===== src/rtl/tone_sweep_pkg.sv =====
// Shared types and defaults for the tone sweep sequencer.
package tone_sweep_pkg;

  localparam int unsigned STEP_W_DEFAULT  = 32;
  localparam int unsigned DWELL_W_DEFAULT = 24;

  typedef enum logic [1:0] {
    IDLE   = 2'd0,
    RUN    = 2'd1,
    FINISH = 2'd2
  } sweep_state_t;

  typedef enum logic [1:0] {
    MODE_ONESHOT  = 2'd0,
    MODE_LOOP     = 2'd1,
    MODE_PINGPONG = 2'd2,
    MODE_RSVD     = 2'd3
  } sweep_mode_t;

endpackage


===== src/rtl/dwell_counter.sv =====
// Counts sample ticks per step; term pulses on the tick that completes the dwell.
module dwell_counter
  import tone_sweep_pkg::*;
#(
  parameter int unsigned DWELL_W = DWELL_W_DEFAULT
) (
  input  logic               clk,
  input  logic               rst_n,
  input  logic               load,
  input  logic               clear,
  input  logic               enable,
  input  logic               tick,
  input  logic [DWELL_W-1:0] dwell,
  output logic               term
);

  logic [DWELL_W-1:0] cnt_q;
  logic [DWELL_W-1:0] cnt_d;
  logic [DWELL_W-1:0] last;

  // A dwell of zero behaves as a dwell of one.
  always_comb begin
    last  = (dwell == '0) ? '0 : dwell - DWELL_W'(1);
    term  = enable && tick && !clear && !load && (cnt_q == last);
    cnt_d = cnt_q;
    if (clear || load || !enable) begin
      cnt_d = '0;
    end else if (tick) begin
      cnt_d = term ? '0 : cnt_q + DWELL_W'(1);
    end
  end

  always_ff @(posedge clk or negedge rst_n) begin
    if (!rst_n) begin
      cnt_q <= '0;
    end else begin
      cnt_q <= cnt_d;
    end
  end

endmodule


===== src/rtl/tone_sweep_ctrl.sv =====
// Frequency-sweep sequencer driving sine_wave.phase_step.
module tone_sweep_ctrl
  import tone_sweep_pkg::*;
#(
  parameter int unsigned STEP_W  = STEP_W_DEFAULT,
  parameter int unsigned DWELL_W = DWELL_W_DEFAULT
) (
  input  logic               clk,
  input  logic               rst_n,
  input  logic               sample_tick,
  input  logic               start,
  input  logic               abort,
  input  logic [1:0]         cfg_mode,
  input  logic [STEP_W-1:0]  cfg_start_step,
  input  logic [STEP_W-1:0]  cfg_stop_step,
  input  logic [STEP_W-1:0]  cfg_inc,
  input  logic [DWELL_W-1:0] cfg_dwell,
  output logic [STEP_W-1:0]  phase_step,
  output logic               busy,
  output logic               step_upd,
  output logic               done,
  output logic               cfg_err
);

  sweep_state_t       state_q, state_d;
  logic [STEP_W-1:0]  phase_step_q, phase_step_d;
  logic               step_upd_q, step_upd_d;
  logic               cfg_err_q, cfg_err_d;
  logic               dir_down_q, dir_down_d;

  sweep_mode_t        mode_q, mode_d;
  logic [STEP_W-1:0]  start_q, start_d;
  logic [STEP_W-1:0]  stop_q, stop_d;
  logic [STEP_W-1:0]  inc_q, inc_d;
  logic [DWELL_W-1:0] dwell_q, dwell_d;

  logic               cfg_ok;
  logic               accept;
  logic               term;
  logic [STEP_W:0]    up_sum;
  logic [STEP_W:0]    dn_diff;
  logic [STEP_W-1:0]  up_val;
  logic [STEP_W-1:0]  dn_val;

  dwell_counter #(
    .DWELL_W(DWELL_W)
  ) u_dwell (
    .clk   (clk),
    .rst_n (rst_n),
    .load  (accept),
    .clear (abort),
    .enable(state_q == RUN),
    .tick  (sample_tick),
    .dwell (dwell_q),
    .term  (term)
  );

  // Extra top bit carries overflow/borrow so the result clamps instead of wrapping.
  always_comb begin
    up_sum  = {1'b0, phase_step_q} + {1'b0, inc_q};
    dn_diff = {1'b0, phase_step_q} - {1'b0, inc_q};
    up_val  = (up_sum[STEP_W] || (up_sum[STEP_W-1:0] > stop_q)) ? stop_q : up_sum[STEP_W-1:0];
    dn_val  = (dn_diff[STEP_W] || (dn_diff[STEP_W-1:0] < start_q)) ? start_q : dn_diff[STEP_W-1:0];
  end

  assign cfg_ok = (cfg_start_step <= cfg_stop_step) && (sweep_mode_t'(cfg_mode) != MODE_RSVD);
  assign accept = (state_q == IDLE) && start && !abort && cfg_ok;

  always_comb begin
    state_d      = state_q;
    phase_step_d = phase_step_q;
    step_upd_d   = 1'b0;
    cfg_err_d    = 1'b0;
    dir_down_d   = dir_down_q;
    mode_d       = mode_q;
    start_d      = start_q;
    stop_d       = stop_q;
    inc_d        = inc_q;
    dwell_d      = dwell_q;

    if (abort) begin
      state_d      = IDLE;
      phase_step_d = '0;
      dir_down_d   = 1'b0;
    end else begin
      unique case (state_q)
        IDLE: begin
          if (start) begin
            if (cfg_ok) begin
              mode_d       = sweep_mode_t'(cfg_mode);
              start_d      = cfg_start_step;
              stop_d       = cfg_stop_step;
              inc_d        = cfg_inc;
              dwell_d      = cfg_dwell;
              state_d      = RUN;
              phase_step_d = cfg_start_step;
              step_upd_d   = 1'b1;
              dir_down_d   = 1'b0;
            end else begin
              cfg_err_d = 1'b1;
            end
          end
        end

        RUN: begin
          // A zero increment is a fixed tone: nothing moves until abort.
          if (term && (inc_q != '0)) begin
            if (!dir_down_q) begin
              if (phase_step_q != stop_q) begin
                phase_step_d = up_val;
                step_upd_d   = 1'b1;
              end else begin
                unique case (mode_q)
                  MODE_ONESHOT: begin
                    state_d      = FINISH;
                    phase_step_d = '0;
                  end
                  MODE_LOOP: begin
                    phase_step_d = start_q;
                    step_upd_d   = 1'b1;
                  end
                  default: begin
                    dir_down_d   = 1'b1;
                    phase_step_d = dn_val;
                    step_upd_d   = (dn_val != phase_step_q);
                  end
                endcase
              end
            end else begin
              if (phase_step_q != start_q) begin
                phase_step_d = dn_val;
                step_upd_d   = 1'b1;
              end else begin
                dir_down_d   = 1'b0;
                phase_step_d = up_val;
                step_upd_d   = (up_val != phase_step_q);
              end
            end
          end
        end

        FINISH: begin
          state_d = IDLE;
        end

        default: begin
          state_d      = IDLE;
          phase_step_d = '0;
        end
      endcase
    end
  end

  always_ff @(posedge clk or negedge rst_n) begin
    if (!rst_n) begin
      state_q      <= IDLE;
      phase_step_q <= '0;
      step_upd_q   <= 1'b0;
      cfg_err_q    <= 1'b0;
      dir_down_q   <= 1'b0;
    end else begin
      state_q      <= state_d;
      phase_step_q <= phase_step_d;
      step_upd_q   <= step_upd_d;
      cfg_err_q    <= cfg_err_d;
      dir_down_q   <= dir_down_d;
    end
  end

  always_ff @(posedge clk or negedge rst_n) begin
    if (!rst_n) begin
      mode_q  <= MODE_ONESHOT;
      start_q <= '0;
      stop_q  <= '0;
      inc_q   <= '0;
      dwell_q <= '0;
    end else begin
      mode_q  <= mode_d;
      start_q <= start_d;
      stop_q  <= stop_d;
      inc_q   <= inc_d;
      dwell_q <= dwell_d;
    end
  end

  assign phase_step = phase_step_q;
  assign busy       = (state_q == RUN);
  assign step_upd   = step_upd_q;
  assign done       = (state_q == FINISH);
  assign cfg_err    = cfg_err_q;

endmodule


===== config.mk =====
export PLATFORM = sky130hd
export DESIGN_NAME = tone_sweep_ctrl
export DESIGN_NICKNAME = d
export VERILOG_FILES = /design/src/rtl/tone_sweep_pkg.sv /design/src/rtl/dwell_counter.sv /design/src/rtl/tone_sweep_ctrl.sv
export SDC_FILE = /design/constraint.sdc
export NUM_CORES = 1
export LEC_CHECK = 0
export BUFFER_PORTS_ARGS = -buffer_cell sky130_fd_sc_hd__buf_4
export CAP_MARGIN = 20
export CORE_MARGIN = 8
export CORE_UTILIZATION = 43
export CTS_CLUSTER_DIAMETER = 200
export DETAILED_ROUTE_END_ITERATION = 6
export PLACE_DENSITY_LB_ADDON = 0.05
export SYNTH_ARGS = -nofsm -noshare
export SYNTH_HDL_FRONTEND = slang
export SYNTH_HIERARCHICAL = 1
export SYNTH_SLANG_ARGS = --single-unit

===== constraint.sdc =====
create_clock -name clk -period 4.9 [get_ports clk]
set_clock_uncertainty 0.15 [all_clocks]
set_input_delay 0.735 -clock clk [delete_from_list [all_inputs] [get_ports clk]]
set_output_delay 0.735 -clock clk [all_outputs]
set_load 0.02 [all_outputs]

==> results summary, run 1 <==
The run finished, with violations left. The checks that failed: setup timing. In this run, post-CTS hold repair placed 0 buffers.

The area of the core came out at 44300 sq um. Sorting the synthesized cells by area gives the leading types as dfrtp_1, ha_1, xnor2_1. The detailed-route vias per instance came out at 6.40. The detailed-placement wirelength estimate is 89000 microns. By count the netlist is led by nand2_1, inv_1, dfrtp_1, a21oi_1, o21ai_0.

The total routing resource utilization after global routing is 0.406. The worst setup path is launched from a register. The total number of yosys warnings is 6. OpenSTA, run right after detailed placement, puts the worst setup slack at -1460 ps. In this run, placement finished with an instance count of 3802. The total number of placement rows is 77. The clock period minus worst slack came out at 5870 ps.

The library cell occupying the most area in the post-synthesis netlist is dfrtp_1. The final routed wirelength across all metal layers is 112000 microns. The number of antenna violations at the first check in global routing came to 3. Synthesis produced a netlist with a net count of 2763. The global routing stage identified its most utilized layer as met2.

The type of element capturing the critical path is a register. The fraction of synthesis flops using an asynchronous set or reset pin came out at 1.00. The width of the die is 228 microns.

163 I/O pins were placed. At the worst endpoint, the required time is 5180 ps. For this block, the via count after detailed routing is 25000. The share of synthesized area in the top cell type comes to 0.236. The non-filler instance count after layout came out at 3901. The cell with the largest stage delay on the worst path is dfrtp_2. The port buffer count came out at 162. The total count of hold-check failures in the final report came to 0. For flop-to-flop paths, the worst setup slack is -970 ps. The sequential element share of the synthesized area is 0.236.

For this run, global-route usage on met1 was measured as 0.547. The TritonCTS sink count came out at 183. The number of max-capacitance violations reported came out at 0.

The final estimated routing congestion in global placement is 1.07. The most used cell along the critical path is buf_4. The utilization after layout came out at 0.661.

Setup slack on the critical path of the routed design comes to -972 ps. The clock transition at the register clock pins on the worst setup and hold paths after CTS is 90 ps. The number of library cell types mapped by synthesis is 112. The total power per unit cell area is 670 nW/um^2. The headroom to the max-slew limit came out at 0.241.

The total clock buffers created by CTS is 17. The total number of H-tree levels came out at 4. In this run the worst hold path is classified as in2async. The average wire length per cell after detail routing came out at 28.6 microns.

For this run, global-route usage on met3 was measured as 0.141. The y dimension of the die is 228 microns. The post-route clock period utilization is 1.20.

The met2 routing resource usage after global routing came out at 0.572. The tree is rooted in a clkbuf_16. The first global-routing pass estimated 158000 microns of wire. The net count reported at finish came out at 3585. The final number of max-transition violations came out at 0. In this design, the stage delay of the slowest critical-path cell is 480 ps. The maximum vdd ir drop came out at 0.000369 V. The total die area is 52100 sq um.

The starting density of the core is 0.437. The most used standard cell by instance count after synthesis is nand2_1. Setup repair after global routing could not meet its margin everywhere. The number of detailed-route iterations in the first pass is 6. The number of storage elements in the synthesis netlist is 183. Counting the fill cells in the layout gives 3726.

Timing would allow up to 170 MHz. The clock insertion delay at the later pin of the skew report is 530 ps. The post-synthesis to final-layout area growth is 51.2%. The leakage component of the power came out at 13.4 nW.

The count of nets left with antenna violations once routing finished came out at 0. The number of global-route vias before repair is 23800. The critical path is of the reg2reg type. For the worst setup path, the data arrival time is 6150 ps. The slew at the pin closest to its max-slew limit is 1140 ps. Summed over all failing endpoints, the final setup total negative slack is -25520 ps. In the routed design, unresolved DRC markers number 0.

The overflow left after global routing is 0. Among all flip-flop cells after synthesis, the most frequent one is dfrtp_1. The final setup violation count is 34. The count of mapped cells out of synthesis came out at 2473. The largest fanout on the critical path came out at 9. The buffer depth of the longest clock path is 2. The sum of internal, switching and leakage power came out at 19.6 mW. The pin count of the biggest net entering global routing came out at 88. The number of enable-type register cells in the synthesized netlist came out at 0. The average instance area after synthesis is 7.83 sq um. The share of post-route cells with drive strength above 1 is 0.402. The post-synth design cell area came out at 19400 sq um. In this run, the number of DRC markers left after iteration 0 of detailed routing was 3592. The TritonCTS clock tree is done.
worst paths after layout:
path	startpoint	endpoint	cells past startpoint
setup reg to reg	phase_step[10]$_DFFE_PN0P_	step_upd$_DFF_PN0_	26
setup / recovery	phase_step[10]$_DFFE_PN0P_	step_upd$_DFF_PN0_	26
hold / removal	rst_n	inc_q[28]$_DFFE_PN0P_	1
max in group asynchronous	rst_n	phase_step[6]$_DFFE_PN0P_	2
min in group clk	cfg_inc[29]	inc_q[29]$_DFFE_PN0P_	3
hold reg to reg	inc_q[28]$_DFFE_PN0P_	inc_q[28]$_DFFE_PN0P_	2
layout by cell type (no fill, tap or decap), types with 21 or more instances in the layout:
cell type / netlist / final
o22ai_1: 32 / 23
ha_1: 161 / 142
inv_1: 207 / 198
a211oi_1: 40 / 24
nand2_1: 240 / 233
nor4_1: 43 / 34
nor2_1: 165 / 151
nand4_1: 49 / 49
a21oi_1: 180 / 141
a21o_1: 32 / 32
and3_1: 24 / 24
xor2_1: 55 / 54
o211ai_1: 25 / 25
dfrtp_1: 183 / 171
mux2_2: 35 / 31
nand3_1: 46 / 43
nor3_1: 56 / 45
o21ai_0: 177 / 157
a21oi_2: 3 / 31
buf_4: 7 / 896
xnor2_1: 111 / 97
buf_6: 7 / 31
o31ai_1: 27 / 21
area by class of cell:
| type | instances | area [sq um] | share of cell area |
|---|---|---|---|
| antenna | 1 | 2.50 | 0.0000855 |
| clock buffer | 20 | 437 | 0.0149 |
| clock inverter | 12 | 95.1 | 0.00325 |
| inverter | 209 | 790 | 0.0270 |
| multi-input combinational | 1934 | 15100 | 0.516 |
| sequential | 183 | 4590 | 0.157 |
| tap | 592 | 741 | 0.0253 |
| timing repair buffer | 950 | 7510 | 0.256 |
cells by family (layout without fill, tap and decap cells):
| group | Yosys count | in the layout | share of synthesized area |
|---|---|---|---|
| mux | 60 | 60 | 0.0333 |
| fa+ha+maj | 163 | 163 | 0.106 |
| buf+inv | 357 | 1191 | 0.0758 |
| simple gates | 766 | 767 | 0.198 |
| other cells | 0 | 1 | 0 |
| xor+xnor | 172 | 172 | 0.0818 |
| compound gates | 772 | 772 | 0.269 |
| flops | 183 | 183 | 0.236 |
timing repair:
item / 4_1_cts / 5_1_grt
buffers inserted: 30 / 49
endpoints found under the setup margin: 34 / 35
gates cloned: 3 / 0
gates resized for setup: 158 / 222
pin swaps: 61 / 117
critical path, delay by kind of cell (launching register included):
kind                       cells  cell delay [ps]
and+or+nand+nor               11             1910
AOI/OAI and AO/OA              6             1340
buffers and inverters          6              990
adders and majority gates      2              640
DFF                            1              480
xor gates and xnor gates       1              260
flip-flops by register name, summed over array words and instances (netlist names):
name           flops
cfg_err            1
dir_down_q         1
dwell_q           24
inc_q             32
mode_q             2
phase_step        32
start_q           32
state_q            2
step_upd           1
stop_q            32
u_dwell/cnt_q     24
metal layers:
metal	wire (microns)	vias up	share of wire
met5	0	-	0
met4	5860	0	0.052
met3	16000	330	0.14
met2	45400	1855	0.41
met1	44300	12100	0.40
li1	-	10700	-
power by group:
part	internal, mW	switching [mW]
sequential	1.86	0.447
clock	0.656	0.764
combinational	7.18	8.71
through the flow:
stage	area (sq um)	hold slack, ps
3_3_place_gp	26300	405
3_5_place_dp	26300	412
6_report	29300	140
4_1_cts	27900	137
5_1_grt	29300	179
2_1_floorplan	19600	289
Power figures use the tool's default switching activity.
==> run 2: changes to the inputs <==
--- a/config.mk
+++ b/config.mk
@@ -6,7 +6,6 @@
 export NUM_CORES = 1
 export LEC_CHECK = 0
 export BUFFER_PORTS_ARGS = -buffer_cell sky130_fd_sc_hd__buf_4
-export CAP_MARGIN = 20
 export CORE_MARGIN = 8
 export CORE_UTILIZATION = 43
 export CTS_CLUSTER_DIAMETER = 200
@@ -14,5 +13,4 @@
 export PLACE_DENSITY_LB_ADDON = 0.05
 export SYNTH_ARGS = -nofsm -noshare
 export SYNTH_HDL_FRONTEND = slang
-export SYNTH_HIERARCHICAL = 1
 export SYNTH_SLANG_ARGS = --single-unit
==> results summary, run 2 <==
The number of antenna violations at the first check in global routing came to 1 (was 3). The maximum clock frequency is 158 MHz (was 170 MHz). The clock insertion delay at the later pin of the skew report came out at 500 ps (was 530 ps). The data arrival time of the critical path is 6550 ps (was 6150 ps). The headroom to the max-slew limit came to 0.329 (was 0.241). The number of detailed-route iterations in the first pass is 7 (was 6). The number of enable-type register cells in the synthesized netlist came out at 0 (unchanged). The final estimated routing congestion in global placement is 1.04 (was 1.07). The net count after synthesis came out at 2608 (was 2763).

The non-filler instance count after layout was 3539 (was 3901). The placed standard-cell area came out at 24800 sq um (was 26300 sq um). The slew at the pin closest to its max-slew limit is 1000 ps (was 1140 ps). The most used cell along the critical path is or4_4 (was buf_4). The net switching share of the total power is 0.480 (was 0.506). The sequential cell fraction of total power came out at 0.140 (was 0.117).

The number of placed cells counting well taps came out at 3471 (was 3802). The number of global-route vias before repair came out at 21200 (was 23800). The busiest metal layer after global routing was met2 (unchanged).

The final routed wirelength across all metal layers came out at 95000 microns (was 112000 microns). Failing checks: setup timing (unchanged). The main flop type after synthesis is dfrtp_1 (unchanged). The number of DRC violations after detailed routing came out at 0 (unchanged).

The average instance area after synthesis is 8.31 sq um (was 7.83 sq um). The type of element capturing the critical path is a register (unchanged). The y dimension of the die came out at 228 microns (about the same). The fraction of synthesis flops using an asynchronous set or reset pin was 1.00 (unchanged). The average wire length per cell after detail routing came out at 26.8 microns (was 28.6 microns).

The total routing resource utilization after global routing came out at 0.359 (was 0.406). The required time at the endpoint of the critical path is 5130 ps (was 5180 ps). The total power per unit cell area came out at 642 nW/um^2 (was 670 nW/um^2). The buffer depth of the longest clock path is 2 (unchanged). Result of the run: finished, violations left (unchanged). The total area of multi-input combinational cells is 14600 sq um (was 15100 sq um). The width of the die came out at 228 microns (about the same). The net switching power of the design came out at 8.29 mW (was 9.92 mW). The clock share of power came out at 0.087 (was 0.072). The total number of placement rows came out at 77 (unchanged).

The total number of yosys warnings is 0 (was 6). The final setup violation count is 33 (was 34). The post-layout worst setup margin is -1410 ps (was -972 ps). The post-synth design cell area came to 19300 sq um (was 19400 sq um).

The number of storage elements in the synthesis netlist is 183 (unchanged). The clock transition at the register clock pins on the worst setup and hold paths after CTS came out at 90 ps (about the same). The detailed-placement wirelength estimate came out at 76300 microns (was 89000 microns). The maximum vdd ir drop came out at 0.000365 V (was 0.000369 V).

The wire length of the first global-routing pass came to 137000 microns (was 158000 microns). The pin count of the biggest net entering global routing came to 88 (unchanged). The signal on the critical path passes through ha_4 -> or4_4 -> or4_4 -> a31oi_4 -> o211ai_1 -> o311a_4 -> o311ai_4 -> xor2_2 -> inv_1 -> ha_4 -> nand4_1 -> nor3_2 -> a221o_1 -> or4_4 -> o21ai_4 -> o311ai_4 -> buf_4 -> or4_1 -> a2111o_1 -> o41ai_2 -> o21ai_1.

The cell-internal power came out at 8.99 mW (was 9.70 mW). The flip-flop and latch area came out at 4590 sq um (about the same). The type of element launching the critical path was a register (unchanged).

The most common library cell in the layout ignoring fill and taps is buf_4 (unchanged). The met1 layer usage reported by global route is 0.497 (was 0.547). Most frequent cells in the layout: buf_4, inv_1, dfrtp_1 (was buf_4, nand2_1, inv_1). The largest fanout on the critical path is 5 (was 9). The port buffer count is 162 (unchanged). The starting density of the core came to 0.436 (was 0.437). The detailed-route vias per instance came out at 6.17 (was 6.40). The most used standard cell by instance count after synthesis is nor2_1 (was nand2_1). The type of the worst min-delay path is in2async (unchanged). The library cell occupying the most area in the post-synthesis netlist is dfrtp_1 (unchanged).

The total number of H-tree levels is 4 (unchanged). The number of placed I/O pins is 163 (unchanged). The area of the core came to 44200 sq um (was 44300 sq um). The part of the total power dissipated in combinational logic came out at 0.773 (was 0.810).

The sum of internal, switching and leakage power came to 17.3 mW (was 19.6 mW). The met2 routing resource usage after global routing came out at 0.510 (was 0.572). The count of inserted antenna diode cells was 0 (was 1).

The clock root buffer master is clkbuf_16 (unchanged). The TritonCTS sink count is 183 (unchanged). The TritonCTS clock tree was done (unchanged).

The count of antenna-violating nets left after detailed routing is 0 (unchanged). Most frequent cells after synthesis: nor2_1, dfrtp_1, inv_1, ha_1, nand2_1 (was nand2_1, inv_1, dfrtp_1, a21oi_1, o21ai_0). The post-route clock period utilization is 1.29 (was 1.20).

The overflow left after global routing is 0 (unchanged). Setup repair after global routing missed its margin: yes (unchanged). The cell with the largest stage delay on the worst path was or4_4 (was dfrtp_2). The type of the worst setup path was reg2reg (unchanged). Top area cells in the synthesized netlist: dfrtp_1, ha_1, mux2_2 (was dfrtp_1, ha_1, xnor2_1). The fraction of synthesized cell area taken by the top area cell type came out at 0.238 (was 0.236).

The DRC marker count from the first detailed-route iteration was 2460 (was 3592). The sequential element share of the synthesized area is 0.238 (was 0.236). The share of post-route cells with drive strength above 1 is 0.375 (was 0.402). The clock period minus worst slack came out at 6310 ps (was 5870 ps). The total count of hold-check failures in the final report came to 0 (unchanged). The fraction of met3 tracks used by global routing was 0.106 (was 0.141).

The post-layout instance area came out at 26900 sq um (was 29300 sq um). The number of library cell types mapped by synthesis is 104 (was 112). The total of hold buffers inserted after clock tree synthesis came out at 0 (unchanged).

The post-synthesis to final-layout area growth is 39.7% (was 51.2%). The worst stage delay on the critical path is 540 ps (was 480 ps). The net count reported at finish came out at 3224 (was 3585). The total clock buffers created by CTS was 17 (unchanged). The number of fill cells in the layout came out at 3924 (was 3726). The total die area came out at 51800 sq um (was 52100 sq um). The number of max-capacitance violations reported came out at 0 (unchanged). The leakage component of the power came out at 12.8 nW (was 13.4 nW). The final number of max-transition violations is 0 (unchanged). The count of mapped cells out of synthesis came out at 2318 (was 2473). The total via count in the routed design is 21800 (was 25000).
==> run 2: cell types whose count changed in the layout (fill, tap and decap cells not counted), moves of 18 or more <==
cell,delta
xor2_1,+18
mux2i_1,+38
buf_4,-207
inv_1,-18
nand2_1,-97
mux2_2,+71
nand2b_1,+19
o21ai_0,-96
o21ai_1,+36
nor2_1,+22
==> run 2: cell type report <==
| type | count | area share |
|---|---|---|
| Clock buffer | 18 | 0.0163 |
| Clock inverter | 14 | 0.00660 |
| Inverter | 185 | 0.0261 |
| Multi-Input combinational cell | 1821 | 0.542 |
| Sequential cell | 183 | 0.171 |
| Tap cell | 592 | 0.0275 |
| Timing Repair Buffer | 726 | 0.211 |
==> run 2: per-layer routing <==
metal,part of all wire,vias to the layer above,routed length [microns]
li1,-,9657,-
met1,0.43,10700,40600
met2,0.41,1231,38800
met3,0.11,267,10900
met4,0.049,2,4610
met5,0.00014,-,13
==> run 2: what timing repair did <==
action	CTS	global route
pin swaps	50	65
resized for setup	115	144
endpoints found under the setup margin	33	33
gates cloned	2	0
buffers inserted	20	24
==> run 2: metrics by stage <==
| stage | TNS (ps) | hold slack, ps | util | worst slack [ps] |
|---|---|---|---|---|
| detailed placement | -52020 | 383 | 0.562 | -1900 |
| global route | -42600 | 221 | 0.608 | -1510 |
| global placement | -50760 | 368 | 0.562 | -1920 |
| CTS | -37940 | 188 | 0.590 | -1370 |
| finish | -39650 | 168 | 0.608 | -1410 |
| floorplan | -22130 | 289 | - | -910 |
==> run 2: cell families after synthesis <==
logic type	share of synthesized area
multiplexers	0.103
AO/OA/AOI/OAI	0.220
flip-flops	0.238
adder cells (fa/ha/maj)	0.107
AND/OR/NAND/NOR	0.183
XOR/XNOR	0.0840
buffers and inverters	0.0657
==> run 2: critical path, delay by kind of cell (launching register included) <==
family | cells | cell delay [ps]
AO/OA/AOI/OAI | 10 | 2390
flip-flops | 1 | 460
buffers and inverters | 2 | 320
AND/OR/NAND/NOR | 6 | 2090
XOR/XNOR | 1 | 310
adder cells (fa/ha/maj) | 2 | 460
==> run 2: final timing paths <==
path                                                from                       endpoint  slack (ps)  depth (start not counted)
setup / recovery              phase_step[16]$_DFFE_PN0P_             step_upd$_DFF_PN0_       -1410                         21
hold / removal                                     rst_n          inc_q[11]$_DFFE_PN0P_         170                          1
setup reg to reg              phase_step[16]$_DFFE_PN0P_             step_upd$_DFF_PN0_       -1410                         21
hold reg to reg            u_dwell.cnt_q[14]$_DFFE_PN0P_  u_dwell.cnt_q[14]$_DFFE_PN0P_         400                          1
max in group asynchronous                          rst_n        dwell_q[12]$_DFFE_PN0P_        3280                          2
min in group clk                           cfg_dwell[15]        dwell_q[15]$_DFFE_PN0P_         310                          2
==> run 2: power by group through the flow <==
| stage | registers, mW | clock network [mW] | logic (mW) |
|---|---|---|---|
| after global routing | 2.45 | 1.57 | 14.0 |
| after global placement | 2.38 | 0 | 10.9 |
| after CTS | 2.37 | 1.54 | 12.1 |
| after detailed placement | 2.39 | 0 | 11.0 |
| final | 2.43 | 1.50 | 13.3 |
| after floorplan | 2.27 | 0 | 5.77 |
